`config.mk`:
```
export PLATFORM = sky130hd
export DESIGN_NAME = lvds_trigger_capture
export DESIGN_NICKNAME = d
export VERILOG_FILES = /design/src/rtl/lvds_trigger_capture_pkg.sv /design/src/rtl/lvds_trigger_capture_word_unpack.sv /design/src/rtl/lvds_trigger_capture.sv
export SDC_FILE = /design/constraint.sdc
export NUM_CORES = 1
export LEC_CHECK = 0
export ABC_AREA = 1
export CAP_MARGIN = 20
export CORE_AREA = 2 2 303 305
export DETAILED_ROUTE_END_ITERATION = 7
export DIE_AREA = 0 0 305 307
export GPL_ROUTABILITY_DRIVEN = 0
export GPL_TIMING_DRIVEN = 0
export PLACE_DENSITY = 0.53
export SYNTH_ARGS = -nofsm -noshare
export SYNTH_HDL_FRONTEND = slang
export SYNTH_HIERARCHICAL = 1
export SYNTH_SLANG_ARGS = --single-unit
```
`constraint.sdc`:
```
create_clock -name clklvds -period 4.7 [get_ports clklvds]
set_input_delay 0.94 -clock clklvds [delete_from_list [all_inputs] [get_ports clklvds]]
set_output_delay 0.94 -clock clklvds [all_outputs]
set_load 0.01 [all_outputs]
```
`src/rtl/lvds_trigger_capture_pkg.sv`:
```
// lvds_trigger_capture_pkg: shared constants, state encoding and capture-word packing
package lvds_trigger_capture_pkg;
    localparam int SAMPLES_PER_WORD = 10;
    localparam int SAMPLE_BITS = 12;
    localparam int CLKSTR_BITS = 2;
    localparam int LVDS_WORD_BITS = 140;
    localparam int FIFO_WORD_BITS = 560;
    localparam int SLOT_BITS = SAMPLE_BITS + CLKSTR_BITS;
    localparam logic [7:0] TRIG_IMMEDIATE = 8'd0;
    localparam logic [7:0] TRIG_THRESH = 8'd1;
    typedef enum logic [2:0] {IDLE, WAIT_LOW, WAIT_HIGH, CAPTURE, DONE} state_t;
    typedef logic [SAMPLES_PER_WORD-1:0][SAMPLE_BITS-1:0] samples_t;
    typedef logic [SAMPLES_PER_WORD-1:0][CLKSTR_BITS-1:0] clkstr_t;
    // sample s lands in slot s as {clkstr, sample}; everything above slot 9 is zero
    function automatic logic [FIFO_WORD_BITS-1:0] pack_word(input samples_t smp, input clkstr_t cs);
        logic [FIFO_WORD_BITS-1:0] w;
        w = '0;
        for (int s = 0; s < SAMPLES_PER_WORD; s++) w[s*SLOT_BITS +: SLOT_BITS] = {cs[s], smp[s]};
        return w;
    endfunction
endpackage

```
`src/rtl/lvds_trigger_capture_word_unpack.sv`:
```
// lvds_word_unpack: gathers the bit-interleaved deserializer word into samples and clk/str pairs, one register stage
module lvds_word_unpack
    import lvds_trigger_capture_pkg::*;
(
    input  logic                      clklvds,
    input  logic                      rstn,
    input  logic [LVDS_WORD_BITS-1:0] lvds_bits,
    output samples_t                  samples,
    output clkstr_t                   clkstr
);
    samples_t smp_c;
    clkstr_t  cs_c;
    // bit b of sample s sits at 10*b+s; clk at 120+s, str at 130+s
    always_comb begin
        smp_c = '0;
        cs_c = '0;
        for (int s = 0; s < SAMPLES_PER_WORD; s++) begin
            for (int b = 0; b < SAMPLE_BITS; b++) smp_c[s][b] = lvds_bits[SAMPLES_PER_WORD*b + s];
            cs_c[s] = {lvds_bits[SAMPLES_PER_WORD*SAMPLE_BITS + s], lvds_bits[SAMPLES_PER_WORD*(SAMPLE_BITS+1) + s]};
        end
    end
    // register the unpacked word
    always_ff @(posedge clklvds or negedge rstn) begin
        if (!rstn) begin
            samples <= '0;
            clkstr <= '0;
        end else begin
            samples <= smp_c;
            clkstr <= cs_c;
        end
    end
endmodule

```
`src/rtl/lvds_trigger_capture.sv`:
```
// lvds_trigger_capture: armed LVDS word capture with immediate or low-then-high threshold trigger; LVDS_TEST_PATTERN_EN swaps captured data for a counting pattern
module lvds_trigger_capture
    import lvds_trigger_capture_pkg::*;
(
    input  logic                      clklvds,
    input  logic                      rstn,
    input  logic [LVDS_WORD_BITS-1:0] lvds_bits,
    input  logic                      arm,
    input  logic [7:0]                trig_type,
    input  logic [15:0]               length,
    input  logic [SAMPLE_BITS-1:0]    lower_thresh,
    input  logic [SAMPLE_BITS-1:0]    upper_thresh,
    input  logic                      fifo_full,
    output logic                      fifo_wr,
    output logic [FIFO_WORD_BITS-1:0] fifo_data,
    output logic                      busy,
    output logic                      done,
    output logic                      overflow,
    output logic [15:0]               word_count
);
    logic [2:0] arm_sync;
    logic       arm_s, arm_rise, lo_hit, hi_hit, cap_now, wr_n, ovf_n;
    logic [15:0] count_n;
    samples_t   samples, cap_smp;
    clkstr_t    clkstr, cap_cs;
    state_t     state, state_n;

    lvds_word_unpack u_unpack (
        .clklvds (clklvds),
        .rstn    (rstn),
        .lvds_bits(lvds_bits),
        .samples (samples),
        .clkstr  (clkstr)
    );

    // two-flop arm synchronizer plus one history flop for edge detection
    always_ff @(posedge clklvds or negedge rstn) begin
        if (!rstn) arm_sync <= '0;
        else arm_sync <= {arm_sync[1:0], arm};
    end
    assign arm_s = arm_sync[1];
    assign arm_rise = arm_sync[1] & ~arm_sync[2];
    assign busy = state inside {WAIT_LOW, WAIT_HIGH, CAPTURE};
    assign done = state == DONE;

    // any-sample signed threshold crossings on the live word
    always_comb begin
        lo_hit = 1'b0;
        hi_hit = 1'b0;
        for (int s = 0; s < SAMPLES_PER_WORD; s++) begin
            lo_hit = lo_hit | ($signed(samples[s]) < $signed(lower_thresh));
            hi_hit = hi_hit | ($signed(samples[s]) > $signed(upper_thresh));
        end
    end

`ifdef LVDS_TEST_PATTERN_EN
    // counting pattern indexed by word_count; 16-bit wrap keeps the mod-4096 result exact
    always_comb begin
        cap_smp = '0;
        cap_cs = '0;
        for (int s = 0; s < SAMPLES_PER_WORD; s++) cap_smp[s] = SAMPLE_BITS'(word_count * 16'd10 + 16'(s));
    end
`else
    assign cap_smp = samples;
    assign cap_cs = clkstr;
`endif

    // next state; the word that fires WAIT_HIGH is handled as a capture cycle so it is written first
    always_comb begin
        state_n = state;
        count_n = word_count;
        ovf_n = overflow;
        wr_n = 1'b0;
        cap_now = 1'b0;
        case (state)
            IDLE: begin
                count_n = '0;
                if (arm_rise) begin
                    ovf_n = 1'b0;
                    state_n = (trig_type == TRIG_THRESH) ? WAIT_LOW : CAPTURE;
                end
            end
            WAIT_LOW:  state_n = lo_hit ? WAIT_HIGH : WAIT_LOW;
            WAIT_HIGH: cap_now = hi_hit;
            CAPTURE:   cap_now = 1'b1;
            DONE:      state_n = arm_s ? DONE : IDLE;
            default:   state_n = IDLE;
        endcase
        if (cap_now) begin
            state_n = CAPTURE;
            if (word_count >= length) state_n = DONE;
            else if (fifo_full) begin
                ovf_n = 1'b1;
                state_n = DONE;
            end else begin
                wr_n = 1'b1;
                count_n = word_count + {15'd0, word_count != 16'hFFFF};
            end
        end
        if (busy && !arm_s) begin
            state_n = IDLE;
            wr_n = 1'b0;
            count_n = word_count;
            ovf_n = overflow;
        end
    end

    // state, counters and the registered FIFO write port
    always_ff @(posedge clklvds or negedge rstn) begin
        if (!rstn) begin
            state <= IDLE;
            word_count <= '0;
            overflow <= 1'b0;
            fifo_wr <= 1'b0;
            fifo_data <= '0;
        end else begin
            state <= state_n;
            word_count <= count_n;
            overflow <= ovf_n;
            fifo_wr <= wr_n;
            if (wr_n) fifo_data <= pack_word(cap_smp, cap_cs);
        end
    end
endmodule

```
# Yosys cells after proc, flatten, opt, wreduce, memory -nomap -nowiden

Index checks and enable logic that the tools add are counted.
Widths: inputs -> output; s select.

Flip-flop bits (word level): 304
Word-level logic and storage cells: 105

Add/sub/neg operators: 1
$lt $le $gt $ge: 21
Eq/ne operators: 8
Muxes and demuxes: 23
Bitwise gates (word level): 20
Reduce and logical (&&, ||, !) cells: 6

Operator list:

| cell                 | number |
|---|---|
| $gt 12x12->1         | 10 |
| $lt 12x12->1         | 10 |
| $mux 16              | 4 |
| $mux 3               | 6 |
| $or 1x1->1           | 18 |
| $add 16x1->16        | 1 |
| $ge 16x16->1         | 1 |
| $ne 16x16->1 const B | 1 |
| $pmux 3 s4           | 1 |
| $mux 1               | 9 |
| $eq 8x1->1 const B   | 1 |
| $eq 3x2->1 const B   | 2 |
| $mux 2               | 2 |
| $ne 4x4->1 const B   | 1 |
| $eq 3x1->1 const B   | 1 |
| $eq 3x3->1 const B   | 1 |
| $logic_not 3->1      | 1 |
| $ne 3x1->1 const B   | 1 |
| $reduce_bool 3->1    | 1 |
| $pmux 1 s2           | 1 |
| $reduce_and 2->1     | 1 |
| $reduce_or 2->1      | 1 |
| $and 1x1->1          | 1 |
| $logic_and 1x1->1    | 1 |
| other kinds (2)      | 2 |

# Depth between registers and ports, before layout

Word-level depth: 14
Gate-level depth with buffers: 24
Mapped depth without buffers: 23

# Cells and area by module

Netlist, hierarchy kept.

Modules (own cells, without submodules):

| module               | instances | cells each | area each (um2) | seq. area each (um2) |
|---|---|---|---|---|
| lvds_trigger_capture | 1         | 2,270      | 16,388.2        | 4,103.9 |
| lvds_word_unpack     | 1         | 140        | 3,503.4         | 3,503.4 |

# Worst setup path after synthesis

Ideal clock, no wire load.

Path kind: in2reg
Start point: in upper_thresh[11]
End point: reg state[1]
Arrival: 2.920 ns
Required time: 4.582 ns
Path slack: 1.661 ns
Stages: 18
Path buffers: 2
Cell sequence: inv_1 ha_1 nand2_1 inv_1 a21oi_1 nand2_1 nor3_1 nor2_1 nor2_1 nand2_1 nor2_1 nand3_1 nand2_2 buf_2 buf_4 nand3_1 nand2_1 nand2_1

Word-level cells in the longest chain between the ends: 13
Elaborated cells between the ends (all ways): 25
Classes of those cells: 10 x order compare; 2 x eq/ne; 3 x mux; 9 x bitwise; 1 x reduce/logical

RTL lines:

| what                                                 | RTL line                    | text |
|---|---|---|
| start: declaration                                   | lvds_trigger_capture.sv:12  | `input logic [SAMPLE_BITS-1:0] upper_thresh,` |
| $gt 12x12->1                                         | lvds_trigger_capture.sv:52  | `hi_hit = hi_hit \| ($signed(samples[s]) > $signed(upper_thresh));` |
| $or 1x1->1 (8 in a row)                              | lvds_trigger_capture.sv:52  |  |
| $or 1x1->1 (*)                                       | lvds_trigger_capture.sv:52  |  |
| $pmux 1 s2 (*)                                       | lvds_trigger_capture.sv:75  | `case (state)` |
| $ne 4x4->1 (no line) (tied with other cells)         | n/a                         |  |
| $reduce_and 2->1 (no line) or $mux 3 (tied branches) | n/a                         |  |
| end signal: assignment                               | lvds_trigger_capture.sv:117 | `state <= state_n;` |
| end: declaration                                     | lvds_trigger_capture.sv:26  | `state_t state, state_n;` |

Mark *: on every way between the ends. The rest lies on a longest branch, timed or not.
A chain may end at the register's enable or synchronous reset.

# Worst setup path in the final report

Start point: in upper_thresh[6]
End point: reg fifo_data[120]

Word-level cells in the longest chain between the ends: 13
Elaborated cells between the ends (all ways): 22
Classes of those cells: 10 x order compare; 3 x mux; 9 x bitwise

RTL lines:

| what                    | RTL line                    | text |
|---|---|---|
| $gt 12x12->1            | lvds_trigger_capture.sv:52  |  |
| $or 1x1->1 (8 in a row) | lvds_trigger_capture.sv:52  |  |
| $or 1x1->1 (*)          | lvds_trigger_capture.sv:52  |  |
| $pmux 1 s2 (*)          | lvds_trigger_capture.sv:75  |  |
| $mux 1 (*)              | lvds_trigger_capture.sv:89  | `if (cap_now) begin` |
| $mux 1 (*)              | lvds_trigger_capture.sv:100 | `if (busy && !arm_s) begin` |
| end signal: assignment  | lvds_trigger_capture.sv:121 | `if (wr_n) fifo_data <= pack_word(cap_smp, cap_cs);` |
| end: declaration        | lvds_trigger_capture.sv:15  | `output logic [FIFO_WORD_BITS-1:0] fifo_data,` |

Marked as above.

==> flow_metrics.tcl <==
set metrics [dict create \
    status "finished clean" \
    rr_endpoint "fifo_data[55]" \
    peakVddDrop_mv 0.2714 \
    dpl.cell_count 4369 \
    pwr-share-seq 0.348 \
    p_comb_frac 0.389 \
    placementRows 111 \
    numCtsBuffers 37 \
    grtUsageTotal 0.1482 \
    nFillCells 9634 \
    drc_errors 0 \
    drt_pass1_iterations 5 \
    drv_cap 0 \
    grt_pass1_wl_um 102400 \
    slew_viol_final 0 \
    drt-vias-per-instance 3.733 \
    start_kind "input port" \
    grt_max_degree 110 \
    synth_cell_types 36 \
    hpwlAfterDp_um 56570 \
    period_share 0.9527 \
    layout.area.seq_um2 7607 \
    htreeDepth 2 \
    cp.arrival_ps 4940 \
    grt_antenna_before_repair 16 \
    core_area_um2 90690 \
    holdCritPathClass "in -> async" \
    grt_setup_unrepaired "no" \
    worstReg2RegStart "u_unpack/samples[119]" \
    syn_inst 2410 \
    tightest_slew_ps 1122 \
    syn2layout_area_growth_pct 39.90 \
    ant_nets 0 \
    power.switching_mw 3.784 \
    fp.dieW_um 305 \
    power_mw 10.55 \
    fp.dieH_um 307 \
    relSlewSlack 0.2510 \
    dieArea_um2 93640 \
    path_class "in -> reg" \
    drtIter0Drc 763 \
    cellLeakagePower_nw 15.17 \
    crit_path_max_fanout 11 \
    cts_tree "built" \
    end_kind "register" \
    r2r_setup_slack_ps 1180 \
    final_cells 4444 \
    numPortBuffers 351 \
    synth_area_per_cell_um2 8.254 \
    clock.fmax_mhz 223.3 \
    p_clk_frac 0.263 \
    rr_worst_depth 15 \
    clk_pin_slew_worst_paths_ps 60 \
    num_vias 16589 \
    synth_seq_cells 304 \
    yosysTopAreaCell "dfrtp_1" \
    wirelength_um 72050 \
    ctsHoldBuffers 0 \
    drive_gt1_frac 0.1623 \
    cts.sinks 304 \
    io_pins 772 \
    clock_path_buffers 3 \
    setup_violations 0 \
    power.density_nw_per_um2 378.9 \
    netlist_area_um2 19890 \
    netSwitchingFraction 0.3588 \
    grt_pass1_vias 15380 \
    ys_seq_area_frac 0.3824 \
    hold_viol_final 0 \
    multi_input_area_um2 9734 \
    clk_root_buffer_cell "clkbuf_16" \
    fin_nets 3669 \
    period_needed_ps 4477 \
    grt_overflow 0 \
    synth_warnings 6 \
    skew_ps 32.87 \
    initial_utilization 0.2193 \
    clock_latency_ps 550 \
    intPower_mw 6.761 \
    post_drt_wl_per_cell_um 16.21 \
    cp_data_required_time_ps 5170 \
    synth_top_area_share 0.3824 \
    synth_area_leaders "dfrtp_1, buf_4, nand2_1" \
]
## worst max-delay path by stage
stage,from,endpoint
finish,upper_thresh[6],fifo_data[120]
global route,upper_thresh[3],fifo_data[54]
CTS,upper_thresh[3],fifo_data[120]
detailed placement,upper_thresh[11],fifo_data[56]
global placement,rstn,fifo_data[64]
floorplan,upper_thresh[11],state[1]
## power groups by stage
stage          registers (mW)  clock network (mW)  logic [mW]
3_3_place_gp             3.71                   0        4.10
6_report                 3.67                2.77        4.10
2_1_floorplan            3.89                   0        1.74
5_1_grt                  3.75                2.97        4.54
3_5_place_dp             3.71                   0        4.13
4_1_cts                  3.67                2.87        4.16
## Yosys cell counts (all sizes together)
library cell / number
a21oi: 91
o22ai: 4
ha: 248
nand4: 25
conb: 1
nor3b: 1
buf: 448
o21ai: 54
and2: 3
clkinv: 1
o211ai: 4
nand3: 61
dfrtp: 304
or2: 1
o31ai: 6
nor2: 85
clkbuf: 13
a21o: 7
nor4: 4
inv: 188
o21bai: 3
nand3b: 7
a211oi: 2
nand2: 828
a21boi: 4
nor3: 16
xor2: 1
## per-layer routing
metal,part of all wire,GRT usage,vias to the layer above
li1,-,-,8486
met1,0.41,0.1799,7443
met2,0.48,0.2542,550
met3,0.079,0.04211,96
met4,0.026,0.04329,14
met5,0.0014,0,-
## sequential cells by signal, indices dropped and copies added, names as in the netlist
signal	cells
u_unpack/clkstr	20
u_unpack/samples	120
word_count	16
fifo_wr	1
state	3
fifo_data	140
overflow	1
arm_sync	3
## stage by stage
| step | cell area (um2) | worst slack, ps | hold WS, ps | TNS [ps] | utilization |
|---|---|---|---|---|---|
| 2_1_floorplan | 21460 | 1661 | 331.2 | 0 | - |
| 3_3_place_gp | 26460 | -11610 | 336.6 | -3568710 | 0.2918 |
| 3_5_place_dp | 26550 | -624.2 | 334.7 | -49610 | 0.2927 |
| 4_1_cts | 27790 | 48.84 | 199.5 | 0 | 0.3064 |
| 5_1_grt | 27830 | 42.69 | 217.3 | 0 | 0.3068 |
| 6_report | 27830 | 222.5 | 230.4 | 0 | 0.3069 |
## layout make-up
cell class                      count  area share
Multi-Input combinational cell   1875      0.3498
Sequential cell                   304      0.2734
Timing Repair Buffer              361      0.1326
Buffer                            461      0.1229
Tap cell                         1186     0.05332
Clock buffer                       48     0.03768
Inverter                          189     0.02603
Clock inverter                     15    0.003822
Antenna cell                        5   0.0004496
## cell families after synthesis
group | after synthesis | share of synthesized area
simple gates | 1031 | 0.2061
buf+inv | 650 | 0.2073
flops | 304 | 0.3824
fa+ha+maj | 248 | 0.1560
compound gates | 175 | 0.04755
xor+xnor | 1 | 0.0004404
other cells | 1 | 0.0001885
## worst max-delay path, stage by stage
cell and delay (ps):
clkdlybuf4s50_1 400, inv_1 720, ha_1 260, nand2_1 70
nor2_1 190, o21ai_0 130, nand3_1 90, nand2_1 50
nand2_1 50, nand2_1 50, a21oi_1 300, nor2_1 120
nand3_1 120, nand2_2 90, nor3_4 380, clkbuf_4 410
clkbuf_4 360, nand2_1 110, nand2_1 70
## layout by cell type, fill, tap and decap left out, types with 2 or more instances in the layout
cell	n
nand3_1	60
nand4_1	25
a21oi_1	91
o22ai_1	4
o21ai_0	53
ha_1	248
o21bai_1	3
and2_1	3
buf_6	11
clkbuf_4	2
inv_1	183
a211oi_1	2
clkbuf_8	6
nor4_1	4
o211ai_1	4
conb_1	420
a21boi_0	3
buf_2	13
a21o_1	7
buf_16	3
nand3b_1	7
nand2_1	827
clkbuf_16	38
dfrtp_1	304
buf_4	426
clkinvlp_4	6
nor2_1	84
clkbuf_1	17
nor3_1	15
buf_12	3
diode_2	5
clkdlybuf4s50_1	350
inv_6	4
clkinv_2	8
o31ai_1	6
## timing repair
| action | in CTS | in global routing |
|---|---|---|
| endpoints found under the setup margin | 4 | 10 |
| gates resized for setup | 4 | 3 |
| setup buffers | 6 | 1 |
| gates cloned | 0 | 0 |
| pin swaps | 0 | 0 |
| hold endpoints to repair | 0 | 0 |
No activity file was read; power rests on OpenSTA's default activity.
